`src/rtl/delay_cascade_pkg.sv`:
```
// Shared types and constants for the delay-cascade controller.
// The tap-to-select mapping lives here so the cascade code table has a single home.
package delay_cascade_pkg;

    typedef logic [2:0] tap_t;

    localparam int NUM_TAPS = 5;

    localparam logic [3:0] TAP_CODE [NUM_TAPS] = '{4'h0, 4'h2, 4'h3, 4'h7, 4'hF};

    typedef enum logic [1:0] {
        ST_IDLE       = 2'd0,
        ST_WAIT_QUIET = 2'd1,
        ST_SETTLE     = 2'd2,
        ST_DWELL      = 2'd3
    } dcc_state_t;

    function automatic logic tap_legal(input tap_t t);
        return (t < tap_t'(NUM_TAPS));
    endfunction

    // Out-of-range taps fall back to the bypass code so select stays in the legal set.
    function automatic logic [3:0] tap_code(input tap_t t);
        logic [3:0] c;
        case (t)
            3'd0:    c = TAP_CODE[0];
            3'd1:    c = TAP_CODE[1];
            3'd2:    c = TAP_CODE[2];
            3'd3:    c = TAP_CODE[3];
            3'd4:    c = TAP_CODE[4];
            default: c = TAP_CODE[0];
        endcase
        return c;
    endfunction

endpackage

```
`src/rtl/delay_cascade_ctrl_quiet.sv`:
```
// Quiet detector for the synchronised cascade input: counts consecutive
// unchanged samples, saturating at QUIET_CYCLES.
module line_quiet_detect #(
    parameter int QUIET_CYCLES = 4
) (
    input  logic clk,
    input  logic rst_n,
    input  logic in_sync,
    output logic quiet
);

    localparam int QW = $clog2(QUIET_CYCLES + 1);

    logic          prev_q;
    logic [QW-1:0] cnt_q;

    // Previous-sample register and saturating run-length counter.
    always_ff @(posedge clk) begin
        if (!rst_n) begin
            prev_q <= 1'b0;
            cnt_q  <= '0;
        end else begin
            prev_q <= in_sync;
            if (in_sync != prev_q) begin
                cnt_q <= '0;
            end else if (cnt_q != QW'(QUIET_CYCLES)) begin
                cnt_q <= cnt_q + QW'(1);
            end else begin
                cnt_q <= cnt_q;
            end
        end
    end

    assign quiet = (cnt_q == QW'(QUIET_CYCLES));

endmodule

```
`src/rtl/delay_cascade_ctrl.sv`:
```
// Tap-change controller for the 4-stage delay cascade: applies requested taps
// only while the delayed line is quiet, and runs an autonomous 0..4 tap sweep.
module delay_cascade_ctrl
    import delay_cascade_pkg::*;
#(
    parameter int QUIET_CYCLES  = 4,
    parameter int SETTLE_CYCLES = 4,
    parameter int DWELL_W       = 8
) (
    input  logic               clk,
    input  logic               rst_n,
    input  logic               req_valid,
    output logic               req_ready,
    input  logic [2:0]         req_tap,
    input  logic               sweep_start,
    input  logic               sweep_abort,
    input  logic [DWELL_W-1:0] dwell,
    input  logic               in_sync,
    output logic [3:0]         select,
    output logic [2:0]         cur_tap,
    output logic               busy,
    output logic               done,
    output logic               sweep_done,
    output logic               err
);

    localparam int SET_W = $clog2(SETTLE_CYCLES + 1);
    localparam int CNT_W = (DWELL_W > SET_W) ? DWELL_W : SET_W;

    dcc_state_t         state_q;
    tap_t               tap_q;
    logic               sweep_q;
    logic [DWELL_W-1:0] dwell_q;
    logic [CNT_W-1:0]   cnt_q;
    logic [3:0]         select_q;
    tap_t               cur_tap_q;
    logic               busy_q;
    logic               req_ready_q;
    logic               done_q;
    logic               sweep_done_q;
    logic               err_q;
    logic               quiet_s;
    logic               step_last_s;

    line_quiet_detect #(
        .QUIET_CYCLES(QUIET_CYCLES)
    ) u_quiet (
        .clk    (clk),
        .rst_n  (rst_n),
        .in_sync(in_sync),
        .quiet  (quiet_s)
    );

    // Abort is only honoured here, at the end of a fully applied step.
    assign step_last_s = (tap_q == tap_t'(NUM_TAPS - 1)) || sweep_abort;

    // Controller FSM with registered status outputs.
    always_ff @(posedge clk) begin
        if (!rst_n) begin
            state_q      <= ST_IDLE;
            tap_q        <= '0;
            sweep_q      <= 1'b0;
            dwell_q      <= '0;
            cnt_q        <= '0;
            select_q     <= 4'h0;
            cur_tap_q    <= '0;
            busy_q       <= 1'b0;
            req_ready_q  <= 1'b0;
            done_q       <= 1'b0;
            sweep_done_q <= 1'b0;
            err_q        <= 1'b0;
        end else begin
            done_q       <= 1'b0;
            sweep_done_q <= 1'b0;
            err_q        <= 1'b0;
            case (state_q)
                ST_IDLE: begin
                    busy_q      <= 1'b0;
                    req_ready_q <= 1'b1;
                    if (req_ready_q && sweep_start) begin
                        sweep_q     <= 1'b1;
                        dwell_q     <= dwell;
                        tap_q       <= '0;
                        state_q     <= ST_WAIT_QUIET;
                        busy_q      <= 1'b1;
                        req_ready_q <= 1'b0;
                    end else if (req_ready_q && req_valid) begin
                        if (!tap_legal(req_tap)) begin
                            err_q <= 1'b1;
                        end else if (req_tap == cur_tap_q) begin
                            done_q <= 1'b1;
                        end else begin
                            sweep_q     <= 1'b0;
                            tap_q       <= req_tap;
                            state_q     <= ST_WAIT_QUIET;
                            busy_q      <= 1'b1;
                            req_ready_q <= 1'b0;
                        end
                    end
                end
                ST_WAIT_QUIET: begin
                    if (quiet_s) begin
                        select_q  <= tap_code(tap_q);
                        cur_tap_q <= tap_q;
                        cnt_q     <= CNT_W'(SETTLE_CYCLES - 1);
                        state_q   <= ST_SETTLE;
                    end
                end
                ST_SETTLE: begin
                    if (cnt_q != '0) begin
                        cnt_q <= cnt_q - CNT_W'(1);
                    end else if (!sweep_q) begin
                        state_q     <= ST_IDLE;
                        done_q      <= 1'b1;
                        busy_q      <= 1'b0;
                        req_ready_q <= 1'b1;
                    end else if (dwell_q != '0) begin
                        cnt_q   <= CNT_W'(dwell_q - DWELL_W'(1));
                        state_q <= ST_DWELL;
                    end else if (step_last_s) begin
                        state_q      <= ST_IDLE;
                        sweep_done_q <= 1'b1;
                        busy_q       <= 1'b0;
                        req_ready_q  <= 1'b1;
                    end else begin
                        tap_q   <= tap_q + tap_t'(1);
                        state_q <= ST_WAIT_QUIET;
                    end
                end
                ST_DWELL: begin
                    if (cnt_q != '0) begin
                        cnt_q <= cnt_q - CNT_W'(1);
                    end else if (step_last_s) begin
                        state_q      <= ST_IDLE;
                        sweep_done_q <= 1'b1;
                        busy_q       <= 1'b0;
                        req_ready_q  <= 1'b1;
                    end else begin
                        tap_q   <= tap_q + tap_t'(1);
                        state_q <= ST_WAIT_QUIET;
                    end
                end
                default: begin
                    state_q     <= ST_IDLE;
                    busy_q      <= 1'b0;
                    req_ready_q <= 1'b1;
                end
            endcase
        end
    end

    assign select     = select_q;
    assign cur_tap    = cur_tap_q;
    assign busy       = busy_q;
    assign req_ready  = req_ready_q;
    assign done       = done_q;
    assign sweep_done = sweep_done_q;
    assign err        = err_q;

endmodule

```
`config.mk`:
```
export PLATFORM = sky130hd
export DESIGN_NAME = delay_cascade_ctrl
export DESIGN_NICKNAME = d
export VERILOG_FILES = /design/src/rtl/delay_cascade_pkg.sv /design/src/rtl/delay_cascade_ctrl_quiet.sv /design/src/rtl/delay_cascade_ctrl.sv
export SDC_FILE = /design/constraint.sdc
export NUM_CORES = 1
export LEC_CHECK = 0
export CAP_MARGIN = 30
export CORE_MARGIN = 10
export CORE_UTILIZATION = 40
export CTS_BUF_LIST = sky130_fd_sc_hd__clkbuf_8
export DETAILED_ROUTE_END_ITERATION = 10
export HOLD_SLACK_MARGIN = 0.1
export PLACE_DENSITY = 0.73
export SLEW_MARGIN = 20
export SYNTH_ARGS = -nofsm -noshare
export SYNTH_HDL_FRONTEND = slang
export SYNTH_SLANG_ARGS = --single-unit
```
`constraint.sdc`:
```
create_clock -name clk -period 2.3 [get_ports clk]
set_input_delay 0.46 -clock clk [delete_from_list [all_inputs] [get_ports clk]]
set_output_delay 0.46 -clock clk [all_outputs]
set_load 0.02 [all_outputs]
```
==> flow_metrics.py, run 1 <==
metrics = {
    "layout": {
        "drive_above_1_share_pct": 9.779,
        "multi_input_area_sq_um": 1308,
        "regArea_sq_um": 760.7,
        "final_cell_mix": "nand2_1 (49), dfxtp_1 (38), a21oi_1 (30)",
        "final_area_sq_um": 2701,
        "diodes": 0,
        "nets": 341,
        "area_delta_synth_final_pct": 24.29,
        "final_common_cell": "nand2_1",
        "num-fill-cells": 494,
        "fin_cells": 387,
    },
    "floorplanning": {
        "die_width_um": 93.71,
        "start_util_pct": 42.02,
        "core_sq_um": 5172,
        "io_pins": 29,
        "rows": 26,
        "dieHeight_um": 93.71,
        "dieArea_sq_um": 8782,
    },
    "placed_design": {
        "dpl-instance-area_sq_um": 2600,
        "dp_hpwl_mm": 4.131,
        "placedCellCount": 379,
        "io_buffers": 28,
        "routabilityCongestion": 0.8742,
    },
    "clock_tree": {
        "clk_pin_slew_ns": 0.07,
        "cts_buffers": 5,
        "cts_tree": "done",
        "cts-root-buf": "clkbuf_8",
        "holdBufCountCts": 0,
        "clk_path_buf_depth": 2,
        "post-cts-setup-buffers": 0,
        "htreeDepth": 2,
        "cts_sinks": 38,
        "insertion_delay_ns": 0.29,
        "postCtsResizedCells": 0,
    },
    "drt": {
        "vias": 2145,
        "vias_per_cell": 5.543,
        "drc": 0,
        "ant_nets": 0,
        "drtIter0Drc": 152,
        "wl_mm": 5.569,
        "dr.pass1.iters": 4,
        "wl_per_cell_um": 14.39,
    },
    "worst_hold_path": {
        "min_path_cells": 2,
        "hold_path_class": "reg2reg",
    },
    "logic_synthesis": {
        "yosys_register_bits": 38,
        "yosysWarnings": 0,
        "synth-seq-area-share_pct": 35.00,
        "synthCells": 275,
        "netlist_area_sq_um": 2173,
        "syn_nets": 300,
        "avgSynthCellArea_sq_um": 7.903,
        "async_reset_ff_share_pct": 0,
        "ys_types": 52,
        "synth_edf_count": 0,
        "synth-main-ff-cell": "dfxtp_1",
    },
    "sta": {
        "clock.fmax_ghz": 0.4544,
        "min_period_ns": 2.201,
        "hold_violations": 0,
        "rsz0062_at_grt": "true",
        "fin_crit_sh_pct": 95.68,
        "slew_headroom_pct": 65.47,
        "setup_viol": 0,
        "finClkSkew_ns": 0.008678,
        "tightestPinTransition_ns": 0.5114,
        "slew_violations": 0,
    },
    "setup_path": {
        "cp-start-kind": "register",
        "slowest_stage": "or4b_4",
        "critPathMaxFanout": 8,
        "crit_chain": "inv_1 -> ha_1 -> or4b_4 -> o41ai_4 -> o311a_4 -> nor3_1 -> a311o_1",
        "cp_slowest_stage_delay_ns": 0.51,
        "reg2reg_depth": 7,
        "crit_type": "reg2reg",
        "worst_ep_arrival_time_ns": 2.38,
        "worst_ep_required_time_ns": 2.48,
        "endpoint_kind": "register",
    },
    "power": {
        "ir_drop_mv": 0.2509,
        "p_per_area_nw_per_um2": 568.7,
        "p_leak_nw": 1.026,
    },
    "run_status": {
        "status": "finished, final reports clean",
    },
    "grt": {
        "grt_util_all_layers_pct": 12.56,
        "grt_pass1_wl_mm": 9.135,
        "first_global_vias": 1975,
        "antenna_found_initial": 0,
        "overflow": 0,
        "grt_max_degree": 16,
    },
    "run": {
        "drv_cap": 0,
    },
}
flip-flops by register name, summed over array words and instances (netlist names):
register and flops:
busy 1, cnt_q 8, cur_tap 3, done 1, dwell_q 8, err 1, req_ready 1, select 4
state_q 2, sweep_done 1, sweep_q 1, tap_q 3, u_quiet.cnt_q 3, u_quiet.prev_q 1
metal layers:
layer / up-vias / GRT usage, % / routed length [um]
met2: 52 / 19.87 / 2609
met5: - / 0 / 0
met3: 10 / 2.798 / 261
li1: 1073 / - / -
met1: 1010 / 16.16 / 2604
met4: 0 / 4.810 / 92
through the flow:
step	hold WS (ns)	util (%)	TNS, ns	total power, mW	worst slack (ns)
2_1_floorplan	0.4597	-	0	0.9605	0.07595
3_3_place_gp	0.4500	50.27	0	1.065	0.04263
3_5_place_dp	0.4557	50.27	0	1.077	0.01527
4_1_cts	0.4728	52.03	0	1.544	0.1018
5_1_grt	0.5022	52.23	-0.003793	1.609	-0.003793
6_report	0.4737	52.23	0	1.536	0.09931
where the power goes:
| part | leakage (nW) | switching (mW) | internal, mW |
|---|---|---|---|
| combinational | 0.665 | 0.192 | 0.157 |
| sequential | 0.309 | 0.0338 | 0.685 |
| clock | 0.0524 | 0.231 | 0.237 |
| total | 1.03 | 0.456 | 1.08 |
logic make-up after synthesis:
family	synth area share [%]
AO/OA/AOI/OAI	23.03
XOR/XNOR	4.433
adder cells (fa/ha/maj)	4.606
buffers and inverters	5.296
flip-flops	35.00
multiplexers	2.303
AND/OR/NAND/NOR	25.33
cells in the mapped netlist (3+ instances only):
cell type | n | share of area, %
a221oi_1 | 3 | 1.2
xor2_1 | 5 | 2.0
inv_1 | 11 | 1.9
clkbuf_1 | 6 | 1.0
a21oi_1 | 30 | 6.9
dfxtp_1 | 38 | 35
a211oi_1 | 4 | 1.4
nand4_1 | 3 | 0.86
xnor2_1 | 6 | 2.4
nand2_1 | 49 | 8.5
nor4b_1 | 4 | 1.6
mux2i_1 | 5 | 2.3
nand3_1 | 8 | 1.8
nor2_1 | 19 | 3.3
and2_1 | 3 | 0.86
a31oi_1 | 6 | 1.7
o21ai_0 | 11 | 2.5
nor3_1 | 12 | 2.8
o31ai_1 | 3 | 1.0
ha_1 | 8 | 4.6
path summary, 6_finish.rpt:
kind / start / slack, ns / endpoint
min reg2reg: select[0] / 0.47 / select[0]
min: select[0] / 0.47 / select[0]
max reg2reg: cnt_q[0] / 0.1 / cnt_q[2]
max: cnt_q[0] / 0.1 / cnt_q[2]
worst max-delay path: cells and delay by family, from the launching register on:
kind,cells,cell delay (ns)
AND/OR/NAND/NOR,2,0.58
AO/OA/AOI/OAI,3,0.91
adder cells (fa/ha/maj),1,0.16
buffers and inverters,1,0.09
flip-flops,1,0.35
layout make-up:
| cell class | count | share of cell area, % |
|---|---|---|
| clock buffer | 6 | 3.057 |
| clock inverter | 2 | 0.3242 |
| inverter | 13 | 1.992 |
| multi-input combinational | 214 | 48.40 |
| sequential | 38 | 28.16 |
| tap | 70 | 3.242 |
| timing repair buffer | 44 | 14.82 |
Note: power is estimated with default switching activity, not from simulation.
==> inputs of run 2 (changes only) <==
--- a/config.mk
+++ b/config.mk
@@ -10,8 +10,9 @@
 export CORE_UTILIZATION = 40
 export CTS_BUF_LIST = sky130_fd_sc_hd__clkbuf_8
 export DETAILED_ROUTE_END_ITERATION = 10
+export DONT_BUFFER_PORTS = 1
 export HOLD_SLACK_MARGIN = 0.1
-export PLACE_DENSITY = 0.73
+export PLACE_DENSITY = 0.66
 export SLEW_MARGIN = 20
 export SYNTH_ARGS = -nofsm -noshare
 export SYNTH_HDL_FRONTEND = slang
==> run 2 against run 1 <==
Compared with the run above: setup slack worse by 0.0086 ns; sequential share of layout area is 3.4 points higher; non-clock buffer count decreased by 32; utilization is 5.6 points lower; combinational power is 19% lower; clock skew fell by 0.00089 ns; global-route usage shrank 0.20 points; worst hold slack worse by 0.24 ns; register-to-register slack barely moved; via count down 5.4%; total power grew 2.5%; sequential power grew 0.7%.
==> flow_metrics.py, run 2 (synthesis gave the netlist of run 1 again) <==
metrics = {
    "setup_path": {
        "cp_num_cells": 7,
        "worst_ep_arrival_time_ns": 2.40,
        "path_delay_family": "compound AO/OA/AOI/OAI gates",
        "crit_type": "reg2reg",
        "endpoint_kind": "register",
        "cp_slowest_stage_delay_ns": 0.51,
        "crit_end": "cnt_q[2]",
        "startpoint": "cnt_q[0]",
        "crit_chain": "inv_1 -> ha_2 -> or4b_4 -> o41ai_4 -> o311a_4 -> nor3_1 -> a311o_1",
        "slowest_stage": "or4b_4",
        "critPathMaxFanout": 7,
        "cp-start-kind": "register",
        "r2r_slack_ns": 0.09,
        "reg2reg_depth": 7,
        "worstReg2RegEnd": "cnt_q[2]",
        "path_buf_inv": 1,
        "worst_ep_required_time_ns": 2.49,
        "r2r-start": "cnt_q[0]",
    },
    "placed_design": {
        "dpl-instance-area_sq_um": 2275,
        "io_buffers": 0,
        "placedCellCount": 345,
        "routabilityCongestion": 0.8226,
        "dp_hpwl_mm": 3.790,
    },
    "floorplanning": {
        "rows": 26,
        "core_sq_um": 5172,
        "start_util_pct": 42.02,
        "io_pins": 29,
        "die_width_um": 93.71,
        "dieHeight_um": 93.71,
        "dieArea_sq_um": 8782,
    },
    "drt": {
        "drc": 0,
        "dr.pass1.iters": 5,
        "wl_per_cell_um": 14.87,
        "vias": 2029,
        "vias_per_cell": 5.715,
        "ant_nets": 0,
        "wl_mm": 5.278,
        "drtIter0Drc": 165,
    },
    "grt": {
        "grt_pass1_wl_mm": 8.963,
        "antenna_found_initial": 0,
        "first_global_vias": 1907,
        "grt_use_met2_pct": 19.47,
        "grt_util_met1_pct": 15.28,
        "grt_max_degree": 26,
        "overflow": 0,
        "grt.busiest_layer": "met2",
        "grt_util_all_layers_pct": 12.36,
        "met3_usage_pct": 3.837,
    },
    "layout": {
        "final_area_sq_um": 2411,
        "regArea_sq_um": 760.7,
        "final_util_pct": 46.61,
        "drive_above_1_share_pct": 10.18,
        "final_common_cell": "nand2_1",
        "area_delta_synth_final_pct": 10.94,
        "multi_input_area_sq_um": 1310,
        "num-fill-cells": 503,
        "final_cell_mix": "nand2_1 (49), dfxtp_1 (38), a21oi_1 (30)",
        "fin_cells": 355,
        "diodes": 0,
        "nets": 309,
    },
    "sta": {
        "rsz0062_at_grt": "true",
        "setup_viol": 0,
        "hold_violations": 0,
        "min_period_ns": 2.209,
        "slew_headroom_pct": 59.65,
        "slew_violations": 0,
        "tightestPinTransition_ns": 0.6044,
        "fin_crit_sh_pct": 96.06,
        "finClkSkew_ns": 0.007788,
        "clock.fmax_ghz": 0.4526,
    },
    "clock_tree": {
        "cts_buffers": 5,
        "htreeDepth": 2,
        "cts_tree": "done",
        "cts_sinks": 38,
        "insertion_delay_ns": 0.30,
        "clk_pin_slew_ns": 0.08,
        "cts-root-buf": "clkbuf_8",
        "clk_path_buf_depth": 2,
        "holdBufCountCts": 0,
    },
    "run_status": {
        "status": "finished, final reports clean",
    },
    "worst_hold_path": {
        "hold_path_class": "in2reg",
    },
    "power": {
        "p_leak_nw": 0.9096,
        "p_per_area_nw_per_um2": 653.1,
        "ir_drop_mv": 0.3303,
    },
    "run": {
        "drv_cap": 0,
    },
}
==> run 2: changes by cell type in the layout (fill, tap and decap cells not counted) <==
cell and change:
o311ai_0 -1, ha_1 -1, ha_2 +1, o311ai_1 +1, buf_4 -4, bufinv_16 +1, clkbuf_8 -1, inv_1 -1
clkdlybuf4s50_1 -28, clkinv_2 +1
==> run 2: metrics by stage <==
stage / worst slack, ns / hold WS (ns) / power, mW / setup TNS (ns)
2_1_floorplan: 0.07595 / 0.4597 / 0.9605 / 0
3_3_place_gp: 0.1235 / 0.4750 / 1.012 / 0
3_5_place_dp: 0.07298 / 0.4757 / 1.018 / 0
4_1_cts: 0.05192 / 0.2291 / 1.587 / 0
5_1_grt: -0.01536 / 0.2320 / 1.660 / -0.01536
6_report: 0.09068 / 0.2371 / 1.575 / 0
==> run 2: repair_timing <==
item	in CTS	in global routing
resized for setup	0	3
setup buffers	0	2
setup endpoints to repair	0	4
==> run 2: worst register-to-register path, stage by stage, from the launching register on <==
cell	delay, ns
dfxtp_1	0.35
inv_1	0.09
ha_2	0.21
or4b_4	0.51
o41ai_4	0.26
o311a_4	0.30
nor3_1	0.06
a311o_1	0.31
==> run 2: worst min path at each step <==
stage / start / end / slack, ns / cells past startpoint
floorplan: u_quiet.cnt_q[1] / u_quiet.cnt_q[1] / 0.46 / 2
global placement: dwell_q[7] / dwell_q[7] / 0.48 / 2
detailed placement: dwell_q[7] / dwell_q[7] / 0.48 / 2
CTS: sweep_start / err / 0.23 / 1
global route: sweep_start / err / 0.23 / 1
finish: sweep_start / err / 0.24 / 1
==> run 2: final cells by class <==
cell class / instances / share of cell area, %
multi-input combinational: 214 / 54.33
clock buffer: 5 / 2.854
timing repair buffer: 12 / 3.736
tap: 70 / 3.633
clock inverter: 3 / 1.661
sequential: 38 / 31.55
inverter: 13 / 2.231
==> run 2: routing by layer <==
metal  wire length [um]  up-vias
li1                   -     1015
met1               2381      939
met2               2362       66
met3                436        9
met4                 96        0
met5                  0        -
==> run 2: power by group <==
| group | total, mW | switching [mW] | leakage (nW) | internal, mW |
|---|---|---|---|---|
| clock | 0.567 | 0.248 | 0.0579 | 0.319 |
| combinational | 0.283 | 0.167 | 0.543 | 0.116 |
| sequential | 0.724 | 0.0390 | 0.309 | 0.685 |
==> inputs of run 3 (changes only) <==
--- a/config.mk
+++ b/config.mk
@@ -13,7 +13,6 @@
 export DONT_BUFFER_PORTS = 1
 export HOLD_SLACK_MARGIN = 0.1
 export PLACE_DENSITY = 0.66
-export SLEW_MARGIN = 20
 export SYNTH_ARGS = -nofsm -noshare
 export SYNTH_HDL_FRONTEND = slang
 export SYNTH_SLANG_ARGS = --single-unit
==> constraint.sdc (replaced) <==
create_clock -name clk -period 1.85 [get_ports clk]
set_input_delay 0.37 -clock clk [delete_from_list [all_inputs] [get_ports clk]]
set_output_delay 0.37 -clock clk [all_outputs]
set_load 0.02 [all_outputs]
==> run 3 against run 2 <==
Compared with the run above: via count rose by 7.3%; highest routed layer unchanged; utilization up 7.1 points; setup slack got worse by 0.23 ns; largest cell class unchanged; critical path depth unchanged; sequential power up 23%; final area increased by 15%; the run now ends with negative setup slack left; total power is 30% higher; count of clock-buffer cells in the layout stayed put.
==> flow_metrics.py, run 3 (synthesis gave the netlist of run 1 again) <==
metrics = {
    "run_status": {
        "status": "finished, violations left",
        "violations": "negative setup slack",
    },
    "worst_hold_path": {
        "hold_path_class": "in2reg",
        "min_path_cells": 1,
        "worstHoldStart": "sweep_start",
        "hold_end": "err",
    },
    "drt": {
        "wl_per_cell_um": 15.24,
        "vias_per_cell": 5.613,
        "drtIter0Drc": 244,
        "ant_nets": 0,
        "vias": 2178,
        "drc": 0,
        "dr.pass1.iters": 4,
        "wl_mm": 5.914,
    },
    "sta": {
        "setup_viol": 13,
        "whs_ns": 0.1664,
        "rsz0062_at_grt": "true",
        "hold_violations": 0,
        "tightestPinTransition_ns": 0.4959,
        "finClkSkew_ns": 0.005449,
        "clock.fmax_ghz": 0.5023,
        "min_period_ns": 1.991,
        "slew_headroom_pct": 66.94,
        "fin_crit_sh_pct": 107.6,
        "fin_ws_ns": -0.1408,
        "slew_violations": 0,
    },
    "clock_tree": {
        "htreeDepth": 2,
        "clk_path_buf_depth": 2,
        "clk_pin_slew_ns": 0.08,
        "insertion_delay_ns": 0.29,
        "cts_buffers": 5,
        "cts_tree": "done",
        "cts-root-buf": "clkbuf_8",
        "holdBufCountCts": 0,
        "cts_sinks": 38,
    },
    "layout": {
        "nets": 342,
        "fin_cells": 388,
        "final_common_cell": "nand2_1",
        "final_area_sq_um": 2780,
        "final_cell_mix": "nand2_1 (48), buf_4 (43), dfxtp_1 (35)",
        "area_delta_synth_final_pct": 27.92,
        "drive_above_1_share_pct": 24.21,
        "diodes": 0,
    },
    "floorplanning": {
        "die_width_um": 93.71,
        "core_sq_um": 5172,
        "dieArea_sq_um": 8782,
        "start_util_pct": 42.02,
        "dieHeight_um": 93.71,
        "rows": 26,
        "io_pins": 29,
    },
    "placed_design": {
        "io_buffers": 0,
        "dpl-instance-area_sq_um": 2527,
        "placedCellCount": 373,
        "dp_hpwl_mm": 4.285,
        "routabilityCongestion": 0.8826,
    },
    "setup_path": {
        "worst_ep_arrival_time_ns": 2.17,
        "endpoint_kind": "register",
        "r2r-start": "cnt_q[0]",
        "cp-start-kind": "register",
        "reg2reg_depth": 7,
        "worstReg2RegEnd": "cnt_q[1]",
        "path_buf_inv": 1,
        "crit_type": "reg2reg",
        "slowest_stage": "or4b_4",
        "path_delay_family": "compound AO/OA/AOI/OAI gates",
        "critPathMaxFanout": 6,
        "cp_slowest_stage_delay_ns": 0.47,
        "crit_chain": "inv_2 -> ha_4 -> or4b_4 -> o41ai_4 -> o311a_4 -> nor2_1 -> a221oi_1",
        "startpoint": "cnt_q[0]",
        "r2r_slack_ns": -0.14,
        "worst_ep_required_time_ns": 2.03,
    },
    "grt": {
        "grt_pass1_wl_mm": 9.825,
        "first_global_vias": 2032,
        "grt_max_degree": 26,
        "antenna_found_initial": 0,
        "grt_util_all_layers_pct": 13.52,
        "overflow": 0,
    },
    "power": {
        "p_leak_nw": 1.105,
        "ir_drop_mv": 0.4602,
        "p_per_area_nw_per_um2": 735.3,
    },
    "run": {
        "drv_cap": 0,
    },
}
## run 3: area by class of cell
type	instances	area, sq um
clock buffer	5	68.82
clock inverter	3	37.54
fill	478	2392
inverter	13	53.80
multi-input combinational	214	1405
sequential	38	764.5
tap	70	87.58
timing repair buffer	45	362.8
## run 3: worst max-delay path by stage
| stage | slack (ns) | cells after the start | end |
|---|---|---|---|
| after floorplan | -0.35 | 7 | cnt_q[2] |
| after global placement | -0.20 | 7 | cnt_q[2] |
| after detailed placement | -0.22 | 7 | cnt_q[2] |
| after CTS | -0.11 | 7 | cnt_q[2] |
| after global routing | -0.21 | 7 | cnt_q[2] |
| final | -0.14 | 7 | cnt_q[1] |
## run 3: metal layers
metal	vias up	part of all wire, %	GRT usage [%]
met5	-	0	0
met4	0	1.5	4.304
met3	9	7.1	3.197
met2	80	44	20.45
met1	1007	47	18.39
li1	1082	-	-
## run 3: power breakdown
group          switching (mW)  total (mW)  internal [mW]
registers              0.0353       0.887          0.852
clock network           0.302       0.695          0.393
logic                   0.258       0.462          0.204
## run 3: metrics by stage
stage / util [%] / setup slack (ns) / power (mW) / TNS [ns]
after floorplan: - / -0.3489 / 1.196 / -2.287
after global placement: 48.86 / -0.2029 / 1.330 / -1.525
after detailed placement: 48.86 / -0.2219 / 1.335 / -1.830
after CTS: 53.02 / -0.1110 / 2.044 / -0.6584
after global routing: 53.75 / -0.2115 / 2.134 / -2.114
final: 53.75 / -0.1408 / 2.044 / -1.055
## run 3: repair_timing
| action | 4_1_cts | 5_1_grt |
|---|---|---|
| hold endpoints to repair | 0 | 0 |
| gates resized for setup | 13 | 6 |
| pin swaps | 6 | 5 |
| gates cloned | 0 | 0 |
| buffers inserted | 5 | 2 |
| setup endpoints to repair | 14 | 16 |
